`src/rtl/hazard_stall_ctrl.sv`:
```
// Stall/flush sequencer beside the ID stage: shadows destination registers in EX/MEM/WB,
// decides how many bubbles the decoding instruction needs and drives hold/bubble/flush.
module hazard_stall_ctrl #(
  parameter int REGISTERWIDTH = 5,
  parameter int FORWARDING    = 1,
  parameter int CNTWIDTH      = 16
) (
  input  logic                     clk,
  input  logic                     rst,
  input  logic                     id_valid,
  input  logic [REGISTERWIDTH-1:0] id_rs1,
  input  logic [REGISTERWIDTH-1:0] id_rs2,
  input  logic                     id_use_rs1,
  input  logic                     id_use_rs2,
  input  logic [REGISTERWIDTH-1:0] id_rd,
  input  logic                     id_writes,
  input  logic                     id_is_load,
  input  logic                     ex_branch_taken,
  output logic                     stall_pc,
  output logic                     stall_ifid,
  output logic                     bubble_idex,
  output logic                     flush_ifid,
  output logic [CNTWIDTH-1:0]      stall_cycles
);
  localparam int SLOTS = 3;  // 0 = EX, 1 = MEM, 2 = WB

  typedef struct packed {
    logic [REGISTERWIDTH-1:0] rd;
    logic                     ld;
  } slot_t;

  typedef enum logic {RUN, STALL} state_t;

  state_t                  state;
  logic [1:0]              cnt;
  logic [SLOTS-1:0]        vld_pipe;
  slot_t [SLOTS-1:0]       sb;
  logic [SLOTS-1:0]        hit;
  logic [SLOTS-1:0][1:0]   req;
  logic [1:0]              need;
  logic                    stall;
  logic                    enter;

  // A producer in slot s is usable after (lat - s) more cycles; WB always resolves to zero
  // because the register file is write-first.
  for (genvar s = 0; s < SLOTS; s++) begin : g_slot
    logic [1:0] lat;
    assign hit[s] = id_valid & vld_pipe[s] &
                    ((id_use_rs1 & (id_rs1 == sb[s].rd)) | (id_use_rs2 & (id_rs2 == sb[s].rd)));
    assign lat    = (FORWARDING == 0) ? 2'd2 : {1'b0, sb[s].ld};
    assign req[s] = (hit[s] && (lat > 2'(s))) ? (lat - 2'(s)) : 2'd0;
  end

  always_comb begin
    need = 2'd0;
    for (int s = 0; s < SLOTS; s++)
      if (req[s] > need) need = req[s];
  end

  always_comb begin
    stall = 1'b0;
    if (!ex_branch_taken) stall = (state == STALL) | (need != 2'd0);
  end

  assign stall_pc    = stall;
  assign stall_ifid  = stall;
  assign bubble_idex = stall | ex_branch_taken;
  assign flush_ifid  = ex_branch_taken;
  assign enter       = id_valid & id_writes & (id_rd != '0) & ~stall & ~ex_branch_taken;

  always_ff @(posedge clk) begin
    if (rst) begin
      state        <= RUN;
      cnt          <= 2'd0;
      vld_pipe     <= '0;
      sb           <= '0;
      stall_cycles <= '0;
    end else begin
      vld_pipe <= {vld_pipe[SLOTS-2:0], enter};
      sb[2:1]  <= sb[1:0];
      sb[0]    <= '{rd: id_rd, ld: id_is_load};
      if (stall && !(&stall_cycles)) stall_cycles <= stall_cycles + CNTWIDTH'(1);
      if (ex_branch_taken) begin
        state <= RUN;
        cnt   <= 2'd0;
      end else begin
        case (state)
          RUN: if (need == 2'd2) begin
            state <= STALL;
            cnt   <= 2'd1;
          end
          STALL: begin
            cnt <= cnt - 2'd1;
            if (cnt == 2'd1) state <= RUN;
          end
          default: state <= RUN;
        endcase
      end
    end
  end
endmodule

```
`config.mk`:
```
export PLATFORM = sky130hd
export DESIGN_NAME = hazard_stall_ctrl
export DESIGN_NICKNAME = d
export VERILOG_FILES = /design/src/rtl/hazard_stall_ctrl.sv
export SDC_FILE = /design/constraint.sdc
export NUM_CORES = 1
export LEC_CHECK = 0
export CAP_MARGIN = 20
export CORE_ASPECT_RATIO = 0.7
export CORE_UTILIZATION = 26
export CTS_BUF_LIST = sky130_fd_sc_hd__clkbuf_8
export DETAILED_ROUTE_END_ITERATION = 6
export PLACE_DENSITY = 0.62
export SLEW_MARGIN = 10
export SYNTH_ARGS = -nofsm -noshare
export SYNTH_HDL_FRONTEND = slang
export SYNTH_SLANG_ARGS = --single-unit
```
`constraint.sdc`:
```
create_clock -name clk -period 2 [get_ports clk]
set_clock_uncertainty 0.15 [all_clocks]
set_input_delay 0.4 -clock clk [delete_from_list [all_inputs] [get_ports clk]]
set_output_delay 0.4 -clock clk [all_outputs]
set_load 0.03 [all_outputs]
```
==> impl_metrics.py, run 1 <==
metrics = {
    "grt": {
        "use_met3": 0.0370,
        "grt_usage": 0.131,
        "gr-max-usage-layer": "met1",
        "grt_use_met2": 0.173,
        "use_met1": 0.203,
        "antenna_found_initial": 0,
        "grt_pass1_vias": 1071,
        "gr-total-overflow": 0,
        "grt_max_degree": 28,
        "grt_pass1_wl_um": 5320,
    },
    "place": {
        "dpl-instance-area_mm2": 0.00196,
        "gp_congestion": 0.790,
        "hpwl_um": 2610,
        "placedCellCount": 281,
        "numPortBuffers": 42,
    },
    "final_layout": {
        "final_cells": 288,
        "nFillCells": 498,
        "final_area_mm2": 0.00221,
        "fin_util": 0.457,
        "drive_above_1_share": 0.279,
        "regArea_um2": 527,
        "area_delta_synth_final_pct": 66.4,
        "final_nets": 245,
        "multiInputGateArea_um2": 861,
        "antenna_cells": 0,
    },
    "worst_setup_path": {
        "crit_chain": "clkdlybuf4s50_1 > o2111ai_2 > o41ai_2 > o21ba_4 > buf_6 > inv_8 > buf_6",
        "critPathTopFamily": "buffers and inverters",
        "cp_max_fo": 3,
        "r2r-start": "sb[3]",
        "cp.arrival_ns": 1.77,
        "crit_buf_inv": 4,
        "crit_top_cell": "buf_6",
        "slowest_stage": "clkdlybuf4s50_1",
        "critPathKind": "in2out",
        "critPathCaptureType": "output port",
        "start_kind": "input port",
        "worst_ep_required_time_ns": 1.45,
        "timing.critical_path.from": "id_use_rs1",
        "critical_path.max_stage_delay_ns": 0.47,
    },
    "timing": {
        "finalMaxSlewViolations": 0,
        "setup_tns_ns": -3.07,
        "min_period_over_period": 1.16,
        "hold-worst-slack_ns": 0.313,
        "relSlewSlack": 0.782,
        "tightest_slew_ns": 0.327,
        "hold_violations": 0,
        "rsz0062_at_grt": "yes",
        "setup_ws_ns": -0.323,
        "min_period_ns": 2.32,
        "final-setup-viol-count": 17,
        "fmax_ghz": 0.431,
    },
    "hold_path": {
        "hold_path_class": "in2reg",
        "worstHoldStart": "ex_branch_taken",
    },
    "logic_synthesis": {
        "synth_edf_count": 0,
        "syn_inst": 157,
        "synth_ff_type": "dfxtp_1",
        "ys_seq_elements": 26,
        "yosysWarnings": 0,
        "syn_avg_cell_area_um2": 8.46,
        "synth_nets": 182,
        "ys_seq_area_frac": 0.392,
        "syn-cell-area_mm2": 0.00133,
        "synthDistinctLibCells": 39,
        "async_flop_share": 0,
    },
    "drt": {
        "vias_per_cell": 4.67,
        "wl_per_cell_um": 12.6,
        "drc": 0,
        "routed_wl_um": 3630,
        "drt_first_pass_iters": 4,
        "first_iter_violations": 68,
        "antenna_left": 0,
        "vias": 1344,
    },
    "floorplan": {
        "ios": 43,
        "initial_core_util": 0.275,
        "core_mm2": 0.00483,
        "die_area_mm2": 0.00540,
        "die_w_um": 87.4,
        "rows": 21,
        "fp.dieH_um": 61.8,
    },
    "power_and_ir_drop": {
        "p_leak_nw": 0.966,
        "vdd_drop_max_mv": 0.215,
        "powerDensity_mw_per_mm2": 487,
    },
    "clock_network": {
        "clock_sinks": 26,
        "cts_buffers": 3,
        "cts_tree": "built",
        "clockBufferDepth": 2,
        "clock_latency_ns": 0.27,
        "cts_root_buf": "clkbuf_8",
        "postCtsHoldBufs": 0,
        "clk_pin_slew_worst_paths_ns": 0.09,
        "htreeDepth": 1,
    },
    "status": {
        "outcome": "finished with violations",
        "violations": "negative setup slack",
    },
    "flow_run": {
        "max_cap_violations": 0,
    },
}
tightest hold or removal path: stages:
cell and delay (ns):
dlymetal6s2s_1 0.10, buf_4 0.15, nor3_1 0.05
worst paths after layout:
check                     endpoint  slack (ns)  cells past startpoint
setup reg to reg  stall_cycles[11]       -0.22                      9
hold / removal              cnt[0]        0.31                      3
setup / recovery          stall_pc       -0.32                      7
hold reg to reg    stall_cycles[1]        0.36                      2
synthesized netlist by cell type, drive strengths merged (2+ instances only):
cell type  count  share of area
a21oi         14          0.053
a31oi          3          0.014
and3           4          0.019
buf            4          0.028
clkbuf         4          0.011
dfxtp         26           0.39
ha             2          0.019
inv            5          0.014
nand2         11          0.031
nand2b         3          0.014
nand3          9          0.034
nand4          4          0.019
nor2           5          0.014
nor2b          7          0.033
nor3           4          0.015
nor4           3          0.019
o21ai          9          0.034
o31ai          4          0.023
or3           11          0.052
or4            3          0.017
xnor2          4          0.026
xor2           4          0.026
power by group:
part / internal [W] / switching (W) / total (W)
Combinational: 0.0000605 / 0.0000429 / 0.000103
Sequential: 0.000525 / 0.00000643 / 0.000532
Clock: 0.000268 / 0.000173 / 0.000441
placed cells by master (no fill, tap or decap), types with 8 or more instances in the layout:
cell             count
buf_4               22
nand2_1             11
nand3_1              8
o21ai_0              8
dlymetal6s2s_1      11
or3_1                9
clkdlybuf4s50_1     18
dfxtp_1             21
per-stage QoR:
step	power (W)	worst slack (ns)
floorplan	0.000579	-0.197
global placement	0.000641	-0.728
detailed placement	0.000641	-0.762
CTS	0.00108	-0.434
global route	0.00112	-0.410
finish	0.00108	-0.323
flip-flops by register name, summed over array words and instances, names as in the netlist:
name / flops
cnt: 2
stall_cycles: 16
sb: 5
g_slot.lat: 1
state: 1
vld_pipe: 1
cell families after synthesis:
kind of cell / synth area share
XOR/XNOR: 0.0528
AO/OA/AOI/OAI: 0.166
buffers and inverters: 0.0537
adder cells (fa/ha/maj): 0.0188
multiplexers: 0.0160
AND/OR/NAND/NOR: 0.301
flip-flops: 0.392
area by class of cell:
type / instances / share of cell area
clock buffer: 3 / 0.0187
clock inverter: 1 / 0.0136
inverter: 5 / 0.0119
multi-input combinational: 118 / 0.390
sequential: 26 / 0.238
tap: 69 / 0.0391
timing repair buffer: 66 / 0.289
layer usage:
layer	share of wire	vias up
met2	0.41	31
met1	0.54	615
met5	0	-
met4	0.0041	0
li1	-	696
met3	0.049	2
what timing repair did:
action,CTS,global route
endpoints found under the setup margin,20,28
pin swaps,13,11
buffers inserted,3,0
resized for setup,26,34
Power figures use the tool's default switching activity.
==> run 2, diff against run 1 <==
Settings changed: CAP_MARGIN 20 to not set, CELL_PAD_IN_SITES_DETAIL_PLACEMENT set to 2, CELL_PAD_IN_SITES_GLOBAL_PLACEMENT set to 2, CORE_UTILIZATION 26 to 24, PLACE_DENSITY 0.62 to 0.87.
==> impl_metrics.py, run 2 (synthesis gave the netlist of run 1 again) <==
metrics = {
    "timing": {
        "setup_ws_ns": -0.475,
        "setup_tns_ns": -5.77,
        "fmax_ghz": 0.404,
        "min_period_over_period": 1.24,
        "min_period_ns": 2.47,
        "finalMaxSlewViolations": 0,
        "final-setup-viol-count": 20,
        "tightest_slew_ns": 0.367,
        "hold_violations": 0,
        "hold-worst-slack_ns": 0.338,
        "rsz0062_at_grt": "yes",
        "relSlewSlack": 0.755,
    },
    "worst_setup_path": {
        "critPathKind": "in2out",
        "cp.depth": 8,
        "crit_buf_inv": 4,
        "crit_chain": "dlygate4sd2_1 > xor2_1 > nor4_2 > nand3_1 > o21ba_4 > buf_6 > inv_8 > buf_6",
        "critPathTopFamily": "buffers and inverters",
        "critical_path.max_stage_delay_ns": 0.36,
        "critPathCaptureType": "output port",
        "slowest_stage": "nor4_2",
        "r2r_cells": 8,
        "cp_max_fo": 3,
        "crit_top_cell": "buf_6",
        "start_kind": "input port",
        "worst_ep_required_time_ns": 1.45,
        "cp.arrival_ns": 1.92,
    },
    "status": {
        "violations": "negative setup slack",
        "outcome": "finished with violations",
    },
    "place": {
        "gp_congestion": 0.751,
        "hpwl_um": 3850,
        "numPortBuffers": 42,
        "place_ws_ns": -1.07,
    },
    "floorplan": {
        "ios": 43,
        "die_w_um": 90.9,
        "die_area_mm2": 0.00584,
        "fp.dieH_um": 64.2,
        "rows": 22,
        "core_mm2": 0.00529,
        "initial_core_util": 0.251,
    },
    "final_layout": {
        "drive_above_1_share": 0.348,
        "largest_reg_flops": 16,
        "area_delta_synth_final_pct": 76.9,
        "multiInputGateArea_um2": 928,
        "fin_util": 0.444,
        "final_nets": 254,
        "regArea_um2": 526,
        "layout_common_cells": "buf_4 (27), dfxtp_1 (22), clkdlybuf4s50_1 (15), dlymetal6s2s_1 (11)",
        "top_register": "stall_cycles",
        "nFillCells": 560,
        "antenna_cells": 0,
        "top_regs": "stall_cycles x16, sb x5, cnt x2",
        "layout_commonest_cell": "buf_4",
    },
    "power_and_ir_drop": {
        "combPwrFrac": 0.127,
        "powerDensity_mw_per_mm2": 414,
        "p_leak_nw": 1.06,
        "power_w": 0.000973,
        "sw_frac_of_total": 0.253,
        "seqPwrFrac": 0.548,
        "internal_power_w": 0.000727,
        "vdd_drop_max_mv": 0.196,
        "power_frac_clock": 0.325,
        "power.switching_w": 0.000246,
    },
    "grt": {
        "grt_usage": 0.220,
        "grt_pass1_wl_um": 9760,
        "use_met3": 0.0464,
        "gr-max-usage-layer": "met2",
        "grt_use_met2": 0.388,
        "gr-total-overflow": 0,
        "grt_pass1_vias": 1708,
        "grt_max_degree": 28,
        "use_met1": 0.270,
        "antenna_found_initial": 0,
    },
    "hold_path": {
        "hold_path_class": "in2reg",
        "whs_path_depth": 3,
    },
    "clock_network": {
        "clock_latency_ns": 0.28,
        "clock_sinks": 26,
        "cts_buffers": 3,
        "cts_root_buf": "clkbuf_8",
        "cts_tree": "built",
        "htreeDepth": 1,
        "postCtsHoldBufs": 0,
        "clk_pin_slew_worst_paths_ns": 0.10,
        "clockBufferDepth": 2,
    },
    "drt": {
        "first_iter_violations": 53,
        "vias_per_cell": 5.17,
        "routed_wl_um": 6550,
        "antenna_left": 0,
        "vias": 1546,
        "wl_per_cell_um": 21.9,
        "drc": 0,
        "drt_first_pass_iters": 4,
    },
    "flow_run": {
        "max_cap_violations": 0,
    },
}
## run 2: layout make-up
cell class                      instances  area share
Clock buffer                            3      0.0176
Inverter                                5      0.0112
Multi-Input combinational cell        118       0.395
Sequential cell                        26       0.224
Tap cell                               72      0.0384
Timing Repair Buffer                   75       0.314
## run 2: worst paths after layout
path	endpoint	startpoint	slack [ns]
setup / recovery	stall_ifid	id_rs2[1]	-0.47
hold / removal	cnt[0]	ex_branch_taken	0.34
setup reg to reg	stall_cycles[7]	sb[2]	-0.39
hold reg to reg	stall_cycles[15]	stall_cycles[15]	0.40
## run 2: per-layer routing
layer  wire length, um  share of wire
met4               157          0.024
met5                 0              0
met3               223          0.034
met2              3240           0.49
met1              2930           0.45
## run 2: timing repair
action / in CTS / in global routing
hold endpoints to repair: 0 / 0
pin swaps: 10 / 16
cloned: 0 / 1
endpoints found under the setup margin: 23 / 27
buffers inserted: 10 / 5
resized for setup: 33 / 49
## run 2: power by group through the flow
| stage | clock, W | combinational [W] | sequential (W) |
|---|---|---|---|
| after floorplan | 0 | 0.0000390 | 0.000540 |
| after global placement | 0 | 0.000102 | 0.000542 |
| after detailed placement | 0 | 0.000106 | 0.000542 |
| after CTS | 0.000314 | 0.000107 | 0.000531 |
| after global routing | 0.000337 | 0.000131 | 0.000534 |
| final | 0.000316 | 0.000123 | 0.000534 |
## run 2: per-stage QoR
stage / instances / cell area [um^2]
after floorplan: 157 / 1350
after global routing: 299 / 2350
after global placement: 286 / 1980
final: 299 / 2350
after CTS: 297 / 2150
after detailed placement: 286 / 1980
## run 2: tightest hold or removal path, cell delays in order
cell	delay (ns)
dlymetal6s2s_1	0.11
buf_4	0.17
nor3_1	0.06
